## src/rtl/rtc_bus_scheduler.sv

```systemverilog
// rtc_bus_scheduler: shares one RTC register bus between the per-frame display
// refresh (a burst of reads into the display register file) and single-register
// writes from the edit logic. Edits take priority but never split a transaction.
module rtc_bus_scheduler #(
  parameter int         NUM_REGS  = 9,
  parameter logic [7:0] BASE_ADDR = 8'h21,
  parameter int         TIMEOUT   = 255
) (
  input  logic       clk,
  input  logic       reset,
  input  logic       frame_start,
  input  logic       edit_req,
  input  logic [3:0] edit_idx,
  input  logic [7:0] edit_data,
  output logic       edit_ack,
  output logic       bus_req,
  output logic       bus_we,
  output logic [7:0] bus_addr,
  output logic [7:0] bus_wdata,
  input  logic       bus_done,
  input  logic [7:0] bus_rdata,
  output logic       disp_we,
  output logic [3:0] disp_idx,
  output logic [7:0] disp_data,
  output logic       busy,
  output logic       err
);

  localparam int TW = (TIMEOUT < 2) ? 1 : $clog2(TIMEOUT);

  typedef enum logic [1:0] {IDLE, WRITE, READ, GAP} state_t;

  state_t        r_state;
  logic          r_pending;   // a frame_start arrived and its refresh has not begun
  logic          r_refresh;   // a refresh sequence is in progress
  logic          r_last_wr;   // the transaction that just finished was a write
  logic [3:0]    r_idx;       // refresh index of the current / last completed read
  logic [TW-1:0] r_tcnt;
  logic          r_bus_req;
  logic          r_bus_we;
  logic [7:0]    r_bus_addr;
  logic [7:0]    r_bus_wdata;
  logic          r_edit_ack;
  logic          r_disp_we;
  logic [3:0]    r_disp_idx;
  logic [7:0]    r_disp_data;
  logic          r_err;

  logic          w_edit_ok;
  logic          w_last_idx;
  logic [3:0]    w_next_idx;

  // Decode of edit index validity and refresh progress
  always_comb begin
    w_edit_ok  = (edit_idx < 4'(NUM_REGS));
    w_last_idx = (r_idx == 4'(NUM_REGS - 1));
    w_next_idx = r_idx + 4'd1;
  end

  // Scheduler FSM with all outputs registered; strobes default low each cycle
  always_ff @(posedge clk or negedge reset) begin
    if (!reset) begin
      r_state     <= IDLE;
      r_pending   <= 1'b0;
      r_refresh   <= 1'b0;
      r_last_wr   <= 1'b0;
      r_idx       <= 4'd0;
      r_tcnt      <= '0;
      r_bus_req   <= 1'b0;
      r_bus_we    <= 1'b0;
      r_bus_addr  <= 8'h00;
      r_bus_wdata <= 8'h00;
      r_edit_ack  <= 1'b0;
      r_disp_we   <= 1'b0;
      r_disp_idx  <= 4'd0;
      r_disp_data <= 8'h00;
      r_err       <= 1'b0;
    end else begin
      r_edit_ack <= 1'b0;
      r_disp_we  <= 1'b0;
      r_err      <= 1'b0;
      if (frame_start) r_pending <= 1'b1;

      case (r_state)
        IDLE: begin
          // r_edit_ack guard: the requester is still holding the request it was just acked for
          if (edit_req && !r_edit_ack) begin
            if (w_edit_ok) begin
              r_state     <= WRITE;
              r_bus_req   <= 1'b1;
              r_bus_we    <= 1'b1;
              r_bus_addr  <= BASE_ADDR + {4'd0, edit_idx};
              r_bus_wdata <= edit_data;
              r_tcnt      <= '0;
            end else begin
              r_edit_ack  <= 1'b1;
            end
          end else if (r_pending) begin
            // a frame_start in this same cycle belongs to the next frame
            r_pending   <= frame_start;
            r_refresh   <= 1'b1;
            r_idx       <= 4'd0;
            r_state     <= READ;
            r_bus_req   <= 1'b1;
            r_bus_we    <= 1'b0;
            r_bus_addr  <= BASE_ADDR;
            r_bus_wdata <= 8'h00;
            r_tcnt      <= '0;
          end
        end

        WRITE, READ: begin
          if (bus_done) begin
            r_bus_req <= 1'b0;
            r_tcnt    <= '0;
            r_state   <= GAP;
            r_last_wr <= (r_state == WRITE);
            if (r_state == WRITE) begin
              r_edit_ack  <= 1'b1;
            end else begin
              r_disp_we   <= 1'b1;
              r_disp_idx  <= r_idx;
              r_disp_data <= bus_rdata;
            end
          end else if (r_tcnt == TW'(TIMEOUT - 1)) begin
            // give up: the refresh is abandoned, a pending edit is retried from IDLE
            r_bus_req <= 1'b0;
            r_err     <= 1'b1;
            r_refresh <= 1'b0;
            r_tcnt    <= '0;
            r_state   <= IDLE;
          end else begin
            r_tcnt    <= r_tcnt + TW'(1);
          end
        end

        GAP: begin
          if (edit_req && !r_last_wr && w_edit_ok) begin
            r_state     <= WRITE;
            r_bus_req   <= 1'b1;
            r_bus_we    <= 1'b1;
            r_bus_addr  <= BASE_ADDR + {4'd0, edit_idx};
            r_bus_wdata <= edit_data;
            r_tcnt      <= '0;
          end else begin
            if (edit_req && !r_last_wr) r_edit_ack <= 1'b1;
            if (r_refresh && !w_last_idx) begin
              r_idx       <= w_next_idx;
              r_state     <= READ;
              r_bus_req   <= 1'b1;
              r_bus_we    <= 1'b0;
              r_bus_addr  <= BASE_ADDR + {4'd0, w_next_idx};
              r_bus_wdata <= 8'h00;
              r_tcnt      <= '0;
            end else begin
              r_refresh   <= 1'b0;
              r_state     <= IDLE;
            end
          end
        end

        default: r_state <= IDLE;
      endcase
    end
  end

  assign bus_req   = r_bus_req;
  assign bus_we    = r_bus_we;
  assign bus_addr  = r_bus_addr;
  assign bus_wdata = r_bus_wdata;
  assign edit_ack  = r_edit_ack;
  assign disp_we   = r_disp_we;
  assign disp_idx  = r_disp_idx;
  assign disp_data = r_disp_data;
  assign err       = r_err;
  assign busy      = (r_state != IDLE);

endmodule
```

## config.mk

```make
export PLATFORM = sky130hd
export DESIGN_NAME = rtc_bus_scheduler
export DESIGN_NICKNAME = d
export VERILOG_FILES = /design/src/rtl/rtc_bus_scheduler.sv
export SDC_FILE = /design/constraint.sdc
export NUM_CORES = 1
export LEC_CHECK = 0
export BUFFER_PORTS_ARGS = -buffer_cell sky130_fd_sc_hd__buf_2
export CORE_MARGIN = 2
export CORE_UTILIZATION = 54
export CTS_CLUSTER_SIZE = 25
export DETAILED_ROUTE_END_ITERATION = 6
export GPL_ROUTABILITY_DRIVEN = 0
export PLACE_DENSITY = 0.82
export SLEW_MARGIN = 5
export SYNTH_ARGS = -nofsm -noshare
export SYNTH_HDL_FRONTEND = slang
export SYNTH_SLANG_ARGS = --single-unit
```

## constraint.sdc

```tcl
create_clock -name clk -period 2 [get_ports clk]
set_input_delay 0 -clock clk [delete_from_list [all_inputs] [get_ports clk]]
set_output_delay 0 -clock clk [all_outputs]
set_load 0.01 [all_outputs]
```

==> results of run 1 <==
==> final cells by class <==
type	count	area share
flip-flops and latches	48	0.367
multi-input cells	205	0.386
clock inverters	3	0.0210
repair buffers	86	0.172
well taps	54	0.0206
inverters	11	0.0126
clock buffers	5	0.0210
==> metal layers <==
| layer | GRT usage | up-vias |
|---|---|---|
| li1 | - | 1104 |
| met1 | 0.277 | 1032 |
| met2 | 0.436 | 69 |
| met3 | 0.0539 | 6 |
| met4 | 0.0576 | 0 |
| met5 | 0 | - |
==> logic make-up after synthesis <==
logic type,after synthesis
adder cells (fa/ha/maj),11
AND/OR/NAND/NOR,112
buffers and inverters,23
multiplexers,6
XOR/XNOR,10
AO/OA/AOI/OAI,64
other,1
flip-flops,48
==> synthesized netlist by cell type (all sizes together), types with 2 or more instances <==
master    n  area share
clkbuf    3      0.0044
a21o      4       0.012
nor2     10       0.015
or3       3      0.0073
a21oi     5      0.0098
dfrtp    48        0.47
nand2b    9       0.022
nor3      2      0.0039
xnor2     5       0.017
a22o      2       0.010
inv      11       0.016
ha       11       0.054
a221oi    2      0.0093
o21ai    31       0.062
o31ai     2      0.0059
nand2    67       0.098
nand4     2      0.0049
a22oi     4       0.014
buf       9       0.027
o211ai    2      0.0059
a2bb2oi   2      0.0093
xor2      5       0.017
nand3     8       0.016
nor2b     3      0.0073
mux2      5       0.023
and2      2      0.0049
==> stage by stage <==
| stage | cell area [sq um] | cells | utilization | setup slack, ps |
|---|---|---|---|---|
| after CTS | 3250 | 412 | 0.698 | 3.08 |
| final | 3280 | 412 | 0.703 | 90.7 |
| after floorplan | 2570 | 276 | - | 192 |
| after global routing | 3280 | 412 | 0.703 | 18.2 |
| after detailed placement | 2940 | 386 | 0.630 | 12.3 |
| after global placement | 2940 | 386 | 0.630 | 136 |
==> report_power, final <==
| part | total (mW) | internal [mW] | switching [mW] |
|---|---|---|---|
| sequential | 1.47 | 1.27 | 0.195 |
| clock | 0.845 | 0.503 | 0.342 |
| combinational | 2.23 | 0.975 | 1.26 |
==> sequential cells by signal (all words and copies together), names as in the netlist <==
register / count
r_idx: 4
bus_wdata: 8
bus_we: 1
r_tcnt: 8
r_state: 2
bus_addr: 6
r_last_wr: 1
err: 1
disp_data: 8
disp_we: 1
disp_idx: 4
edit_ack: 1
r_refresh: 1
bus_req: 1
r_pending: 1
==> what timing repair did <==
item	CTS	global route
gates resized for setup	0	5
buffers inserted	0	0
setup endpoints to repair	0	11
hold endpoints to repair	45	0
hold buffers	18	0
==> how the worst max path moves through the flow <==
stage	startpoint	slack, ps	cells after the start	endpoint
5_1_grt	r_state[0]	20	6	r_state[1]
3_5_place_dp	r_state[0]	10	6	r_state[1]
4_1_cts	r_state[0]	3	6	r_state[1]
2_1_floorplan	r_state[0]	190	6	bus_we
3_3_place_gp	r_state[0]	140	6	r_state[1]
6_report	r_state[0]	90	6	bus_addr[0]
==> tightest hold or removal path, delay by kind of cell <==
family | cells | cell delay, ps
buffers and inverters | 1 | 120
AND/OR/NAND/NOR | 2 | 190
==> reports/results.md, run 1 <==
## Status
• completed — run status

## Hold path
• bus_done — startpoint of the tightest hold check path
• primary input to flip-flop — path category of the worst min-delay check
• err — WHS Endpoint
• 3 — number of cells on the worst hold path

## Critical path
• 7 — Max Fanout on Critical Path
• bus_addr[0] — FF-to-FF End
• ha_1, and2_1, a22o_4, a22o_1, buf_4, a21o_1 — Critical Path, Cell by Cell
• 6 — path depth of the worst reg2reg path
• r_state[0] — worst r2r src
• 2110 ps — arrival time of the worst setup path
• compound AO/OA/AOI/OAI gates — dominant delay contributor by cell family on the critical path
• flip-flop — Worst setup EP type
• 90 ps — flop-to-flop setup slack
• dfrtp_1 — cell type of the slowest stage on the worst timing path
• 2200 ps — data required time at the worst endpoint
• flip-flop — startpoint types
• flip-flop to flip-flop — Critical Setup Path Class
• 1 — CP Buf/Inv Count
• 420 ps — largest stage delay on the critical path

## Floorplan
• 5310 sq um — overall die area
• 72.9 um — overall die width
• 59 — # IOs
• 0.550 — initial cell density of the core
• 25 — row cnt
• 72.9 um — Chip Height
• 4660 sq um — Floorplan Core Area

## Yosys
• 0.196 — fraction of the mapped netlist area in simple logic gates
• dfrtp_1 — top flip-flop cell by instance count after synthesis
• 0 — count of flip-flops with a built-in enable after synthesis
• 1.00 — share of synthesized registers carrying an async set or reset
• 53 — Netlist cell types
• 0.469 — share of the yosys chip area belonging to registers
• simple AND/OR/NAND/NOR gates — dominant combinational cell family by area after synthesis
• 0.171 — post-synthesis compound-gate area fraction
• 2560 sq um — summed instance area of the synthesized netlist
• 275 — number of instances in the synthesized netlist
• 0.0537 — share of synthesized cell area in full adder, half adder and majority cells
• 48 — total of flip-flops plus latches after synthesis
• 9.32 sq um — Post-Synthesis Mean Instance Area
• 0.0342 — XOR/XNOR Fraction of Synth Area
• 0 — number of warnings printed during yosys synthesis
• 0.0273 — fraction of synthesized area in multiplexers

## Timing
• 3.93 ps — largest clock skew in the final design
• no — RSZ-0062 raised after global routing
• 0 — Slew Viols, Final
• 42.7 ps — Final Hold Slack
• 0.544 — worst slew margin relative to its limit
• 0 — setup violators final
• 1910 ps — post-layout minimum cycle time
• 0 ps — Total Neg Setup Slack
• 0.955 — ratio of final minimum period to clock period
• 0 — Final Hold Vio Count
• 684 ps — pin slew with the least headroom to its limit
• 524 MHz — Achievable Freq

## Clocking
• clkbuf_8 — CTS root buf
• 90 ps — post-CTS clock slew at the launch and capture registers of the worst setup and hold paths
• 48 — sinks on the clock net
• 2 — largest buffer count on any clock path
• 5 — total clock buffers created by CTS
• 2 — CTS H-tree lvls
• done — clock tree from TritonCTS
• 310 ps — clock latency on the worst-skew pair

## Finish
• nand2_1 — leading cell type in the layout, fill and taps excluded
• 1200 sq um — storage element area
• nand2_1, buf_2, dfrtp_1, o21ai_0, dlygate4sd3_1 — leading cell types in the layout, fill and taps excluded
• 0 — count of antenna diodes in the layout
• 393 — nets
• 1260 sq um — combined area of the multi-input logic cells
• 27.8% — area growth from synthesis to layout
• 0.257 — fraction of layout instances using a drive strength above 1
• 348 — number of inserted filler cells in the final layout

## GRT
• 0 — antenna violations before repair
• 0.236 — total track usage
• 31 — largest net degree at the start of global routing
• 2,257 — via count of the first global-routing pass
• 9830 um — first-pass GRT wire length
• 0 — global-route congestion overflow total

## Drt
• 2,211 — vias
• 0 — remaining routing DRC violations
• 284 um — met3 WL post-DR
• 2470 um — wire length the detailed router placed on met1
• 4 — drt first pass iters
• met4 — Top Layer Used
• 5680 um — total detailed-routing wirelength
• 2870 um — routed wl met2
• 162 — starting DRC count in detailed routing
• 5.37 — post-DR vias/cell
• 13.8 um — Wirelength per Cell
• 0 — post-route ant nets

## Job
• 0 — Max Cap Violations

## Power
• 4.54 mW — Design Power
• 0.791 mV — VDD IR-drop max
• 1.63 nW — leakage power summed over all cells
• 1390 nW/um^2 — P per Cell Area

## Placed design
• 56 — count of buffers from port buffering
• 4050 um — final HPWL from detailed placement

(Power assumes the default switching activity.)
==> run 2, diff against run 1 <==
--- a/config.mk
+++ b/config.mk
@@ -7,11 +7,12 @@
 export LEC_CHECK = 0
 export BUFFER_PORTS_ARGS = -buffer_cell sky130_fd_sc_hd__buf_2
 export CORE_MARGIN = 2
-export CORE_UTILIZATION = 54
+export CORE_UTILIZATION = 56
+export CTS_BUF_LIST = sky130_fd_sc_hd__clkbuf_2
 export CTS_CLUSTER_SIZE = 25
 export DETAILED_ROUTE_END_ITERATION = 6
 export GPL_ROUTABILITY_DRIVEN = 0
-export PLACE_DENSITY = 0.82
+export PLACE_DENSITY = 0.84
 export SLEW_MARGIN = 5
 export SYNTH_ARGS = -nofsm -noshare
 export SYNTH_HDL_FRONTEND = slang
==> run 2 against run 1 <==
  * Sequential power barely moved
  * Worst hold slack improved by 44 ps
  * Flip-flop and latch count did not move
  * Worst setup slack got worse by 13 ps
  * Clock skew rose by 9.1 ps
  * Sequential share of layout area rose by 0.68 points
  * Core utilization rose by 3.0 points
  * Critical path depth did not move
  * Critical path type unchanged
  * Largest cell class unchanged
==> reports/results.md, run 2 (synthesis gave the netlist of run 1 again) <==
## Drt
• 13.7 um — Wirelength per Cell, -0.40%
• 5660 um — total detailed-routing wirelength, -0.40%
• 2,204 — vias, -0.32%
• 5.35 — post-DR vias/cell, -0.32%
• 133 — starting DRC count in detailed routing, -18%
• 4 — drt first pass iters, unchanged
• 0 — remaining routing DRC violations, unchanged
• 0 — post-route ant nets, unchanged

## Timing
• 0 — setup violators final, unchanged
• 0 — Final Hold Vio Count, unchanged
• 0.961 — ratio of final minimum period to clock period, +0.00664
• 1920 ps — post-layout minimum cycle time, +13.3 ps
• 0.521 — worst slew margin relative to its limit, -0.0231
• 0 — Slew Viols, Final, unchanged
• 719 ps — pin slew with the least headroom to its limit, +34.7 ps
• 520 MHz — Achievable Freq, -0.69%
• 77.4 ps — worst setup slack after layout, -13.3 ps
• 13.0 ps — largest clock skew in the final design, +9.10 ps
• 0 ps — Total Neg Setup Slack, unchanged

## Clocking
• 2 — CTS H-tree lvls, unchanged
• 48 — sinks on the clock net, unchanged
• clkbuf_2 — CTS root buf
• 240 ps — post-CTS clock slew at the launch and capture registers of the worst setup and hold paths, +150 ps
• 5 — total clock buffers created by CTS, unchanged
• 2 — largest buffer count on any clock path, unchanged
• 0 — post-CTS setup-driven buffer insertion count, unchanged
• done — clock tree from TritonCTS
• 420 ps — clock latency on the worst-skew pair, +110 ps

## Critical path
• flip-flop — startpoint types
• inv_1, ha_2, nand3b_1, o32a_2, nand2_2, mux2_2 — Critical Path, Cell by Cell
• flip-flop to flip-flop — Critical Setup Path Class
• 2330 ps — data required time at the worst endpoint, +130 ps
• flip-flop — Worst setup EP type
• 450 ps — largest stage delay on the critical path, +30 ps
• 6 — Max Fanout on Critical Path, -1
• 2260 ps — arrival time of the worst setup path, +150 ps
• dfrtp_1 — cell type of the slowest stage on the worst timing path

## GRT
• 2,157 — via count of the first global-routing pass, -4.4%
• 9430 um — first-pass GRT wire length, -4.1%
• 0 — global-route congestion overflow total, unchanged
• 0 — antenna violations before repair, unchanged
• 0.231 — total track usage, -0.00515
• 34 — largest net degree at the start of global routing, +9.7%

## Floorplan
• 0.584 — initial cell density of the core, +0.0347
• 59 — # IOs, unchanged
• 5130 sq um — overall die area, -3.4%
• 4380 sq um — Floorplan Core Area, -5.9%
• 71.6 um — Chip Height, -1.7%
• 71.6 um — overall die width, -1.7%
• 24 — row cnt, -4.0%

## Power
• 1280 nW/um^2 — P per Cell Area, -7.4%
• 1.61 nW — leakage power summed over all cells, -1.2%
• 0.822 mV — VDD IR-drop max, +3.9%
• 4.13 mW — Design Power, -9.1%

## Finish
• 3210 sq um — summed area of non-filler cells in the final layout, -1.9%
• 0 — count of antenna diodes in the layout, unchanged
• 0.247 — fraction of layout instances using a drive strength above 1, -0.00976
• 395 — nets, +0.51%
• 25.4% — area growth from synthesis to layout
• nand2_1 — leading cell type in the layout, fill and taps excluded
• nand2_1, buf_2, dfrtp_1, dlygate4sd3_1, o21ai_0 — leading cell types in the layout, fill and taps excluded
• 412 — fin cells, unchanged
• 320 — number of inserted filler cells in the final layout, -8.0%

## Hold path
• primary input to flip-flop — path category of the worst min-delay check

## Placed design
• 383 — number of cells after detailed placement, -0.78%
• 56 — count of buffers from port buffering, unchanged
• 34.5 ps — post-placement setup slack, +22.2 ps
• 2930 sq um — placed instance area, -0.34%
• 3980 um — final HPWL from detailed placement, -1.8%

## Status
• completed — run status

## Job
• 0 — Max Cap Violations, unchanged

## run 2: changes by cell type in the layout (fill, tap and decap cells not counted), sizes merged
cell	change
buf	-1
bufinv	-1
clkinv	+2
dlygate4sd3	+3
inv	-1
## run 2: cell type report
cell class,count,area (sq um),share of cell area
Sequential cell,48,1200,0.374
Clock buffer,5,25.0,0.00779
Inverter,11,41.3,0.0129
Tap cell,52,65.1,0.0202
Multi-Input combinational cell,205,1250,0.390
Timing Repair Buffer,88,586,0.182
Clock inverter,3,42.5,0.0132
## run 2: worst max-delay path, delay by kind of cell, from the launching register on
kind            cells  cell delay (ps)
mux                 1              350
fa+ha+maj           1              240
compound gates      1              410
buf+inv             1              100
simple gates        2              290
flops               1              450
## run 2: final timing paths
kind	depth (start not counted)	slack (ps)	to	startpoint
setup reg to reg	6	80	r_state[1]	r_state[1]
hold reg to reg	1	490	bus_addr[5]	bus_addr[5]
min in group asynchronous	2	140	bus_wdata[4]	reset
hold / removal	4	90	bus_addr[3]	edit_idx[3]
setup / recovery	6	80	r_state[1]	r_state[1]
max in group asynchronous	3	1240	r_refresh	reset
## run 2: routing by layer
layer,global-route usage,wire (um)
met1,0.282,2390
met2,0.406,2870
met3,0.0520,283
met4,0.0734,124
met5,0,0
## run 2: through the flow
step | util | hold slack, ps
2_1_floorplan | - | -296
4_1_cts | 0.731 | 62.3
6_report | 0.733 | 86.2
3_3_place_gp | 0.668 | 89.9
5_1_grt | 0.733 | 57.6
3_5_place_dp | 0.668 | 101
## run 2: what timing repair did
item                                   CTS  global route
setup endpoints to repair                1             5
endpoints found under the hold margin   53             0
hold buffers                            21             0
gates resized for setup                  1             2
## run 2: report_power, final
part / total, mW / internal, mW / switching, mW
Clock: 0.516 / 0.210 / 0.306
Sequential: 1.45 / 1.27 / 0.187
Combinational: 2.16 / 0.929 / 1.23
==> run 3, diff against run 2 <==
--- a/config.mk
+++ b/config.mk
@@ -7,12 +7,12 @@
 export LEC_CHECK = 0
 export BUFFER_PORTS_ARGS = -buffer_cell sky130_fd_sc_hd__buf_2
 export CORE_MARGIN = 2
-export CORE_UTILIZATION = 56
+export CORE_UTILIZATION = 55
 export CTS_BUF_LIST = sky130_fd_sc_hd__clkbuf_2
 export CTS_CLUSTER_SIZE = 25
 export DETAILED_ROUTE_END_ITERATION = 6
 export GPL_ROUTABILITY_DRIVEN = 0
-export PLACE_DENSITY = 0.84
+export PLACE_DENSITY = 0.83
 export SLEW_MARGIN = 5
 export SYNTH_ARGS = -nofsm -noshare
 export SYNTH_HDL_FRONTEND = slang
==> run 3 against run 2 <==
  * Cell count increased by 0.49%
  * Flip-flop and latch count is the same
  * Largest power group unchanged
  * Largest cell class unchanged
  * Combinational power increased by 4%
  * Via count increased by 3.5%
  * Critical path depth increased by 1
==> reports/results.md, run 3 (synthesis gave the netlist of run 1 again) <==
## Drt
• 0 — remaining routing DRC violations, unchanged
• 6050 um — total detailed-routing wirelength, +6.8%
• 0 — post-route ant nets, unchanged
• 2,282 — vias, +3.5%
• 104 — starting DRC count in detailed routing, -22%
• 4 — drt first pass iters, unchanged
• 5.51 — post-DR vias/cell, +3.0%
• 14.6 um — Wirelength per Cell, +6.3%

## Power
• 0.874 mV — VDD IR-drop max, +6.3%
• 1.62 nW — leakage power summed over all cells, +0.46%
• 1300 nW/um^2 — P per Cell Area, +1.5%

## Clocking
• done — clock tree from TritonCTS
• 250 ps — post-CTS clock slew at the launch and capture registers of the worst setup and hold paths, about the same
• 5 — total clock buffers created by CTS, unchanged
• 430 ps — clock latency on the worst-skew pair, about the same
• 0 — post-CTS setup-driven buffer insertion count, unchanged
• 48 — sinks on the clock net, unchanged
• 2 — largest buffer count on any clock path, unchanged
• clkbuf_2 — CTS root buf
• 2 — CTS H-tree lvls, unchanged

## GRT
• 0.245 — total track usage, +0.0137
• 0 — global-route congestion overflow total, unchanged
• 32 — largest net degree at the start of global routing, -5.9%
• 10000 um — first-pass GRT wire length, +6.0%
• 0 — antenna violations before repair, unchanged
• 2,352 — via count of the first global-routing pass, +9.0%

## Timing
• 0 ps — Total Neg Setup Slack, unchanged
• 26.1 ps — largest clock skew in the final design, +13.1 ps
• 31.8 ps — Final Hold Slack, -54.4 ps
• no — RSZ-0062 raised after global routing
• 1910 ps — post-layout minimum cycle time, -9.42 ps
• 699 ps — pin slew with the least headroom to its limit, -20.1 ps
• 0 — Final Hold Vio Count, unchanged
• 0 — Slew Viols, Final, unchanged
• 0.533 — worst slew margin relative to its limit, +0.0119
• 523 MHz — Achievable Freq, +0.49%
• 0 — setup violators final, unchanged
• 0.957 — ratio of final minimum period to clock period, -0.00471

## Floorplan
• 59 — # IOs, unchanged
• 72.3 um — Chip Height, +0.85%
• 72.3 um — overall die width, +0.85%
• 0.580 — initial cell density of the core, -0.00398
• 5220 sq um — overall die area, +1.7%
• 24 — row cnt, unchanged
• 4410 sq um — Floorplan Core Area, +0.68%

## Hold path
• primary input to flip-flop — path category of the worst min-delay check

## Finish
• nand2_1, buf_2, dfrtp_1, dlygate4sd3_1, o21ai_0 — leading cell types in the layout, fill and taps excluded
• 26.4% — area growth from synthesis to layout
• 0 — count of antenna diodes in the layout, unchanged
• 397 — nets, +0.51%
• nand2_1 — leading cell type in the layout, fill and taps excluded
• 0.254 — fraction of layout instances using a drive strength above 1, +0.00692
• 327 — number of inserted filler cells in the final layout, +2.2%
• 0.734 — post-layout utilization of the core, +0.000967

## Critical path
• flip-flop to flip-flop — Critical Setup Path Class
• 12 — Max Fanout on Critical Path, +6
• flip-flop — Worst setup EP type
• 2270 ps — arrival time of the worst setup path, about the same
• 2350 ps — data required time at the worst endpoint, +20 ps
• flip-flop — startpoint types

## Placed design
• 56 — count of buffers from port buffering, unchanged
• 4000 um — final HPWL from detailed placement, +0.58%

## Status
• completed — run status

## Job
• 0 — Max Cap Violations, unchanged

run 3: worst paths after layout:
| check | from | cells after the start | slack, ps | endpoint |
|---|---|---|---|---|
| max | r_state[0] | 7 | 90 | bus_wdata[2] |
| max reg2reg | r_state[0] | 7 | 90 | bus_wdata[2] |
| min | edit_idx[2] | 4 | 30 | bus_addr[2] |
| min reg2reg | disp_data[4] | 2 | 500 | disp_data[4] |
| max in group asynchronous | reset | 4 | 230 | err |
| min in group asynchronous | reset | 3 | 440 | r_pending |
run 3: critical path, stage by stage (launching register included):
cell and delay (ps):
dfrtp_1 470, ha_1 230, and2_1 190, a22o_4 260, a22o_2 330, buf_4 190, nand2_1 80, o21ai_1 80
run 3: final cells by class:
cell class / instances / area, sq um / area share
Sequential cell: 48 / 1200 / 0.371
Clock buffer: 5 / 25.0 / 0.00772
Multi-Input combinational cell: 205 / 1270 / 0.393
Timing Repair Buffer: 90 / 591 / 0.182
Clock inverter: 3 / 42.5 / 0.0131
Tap cell: 52 / 65.1 / 0.0201
Inverter: 11 / 41.3 / 0.0127
run 3: routing by layer:
metal	wire length, um	up-vias	GRT usage
met5	0	-	0
met4	97	0	0.0943
met3	300	14	0.0347
met2	3020	67	0.445
met1	2630	1088	0.292
li1	-	1113	-
run 3: stage by stage:
stage	area (sq um)	total power, mW	cells	setup slack [ps]
after floorplan	2570	2.96	276	192
after global placement	2920	3.50	384	95.3
after detailed placement	2920	3.59	384	8.44
after CTS	3210	4.15	414	10.6
after global routing	3240	4.54	414	9.48
final	3240	4.22	414	86.8
run 3: power breakdown:
group / leakage [nW] / switching, mW / internal (mW)
Sequential: 0.623 / 0.189 / 1.27
Clock: 0.0406 / 0.319 / 0.210
Combinational: 0.952 / 1.29 / 0.946
run 3: repair_timing:
item,in CTS,in global routing
hold buffers,22,0
gates resized for setup,1,7
endpoints found under the setup margin,1,20
hold endpoints to repair,69,0
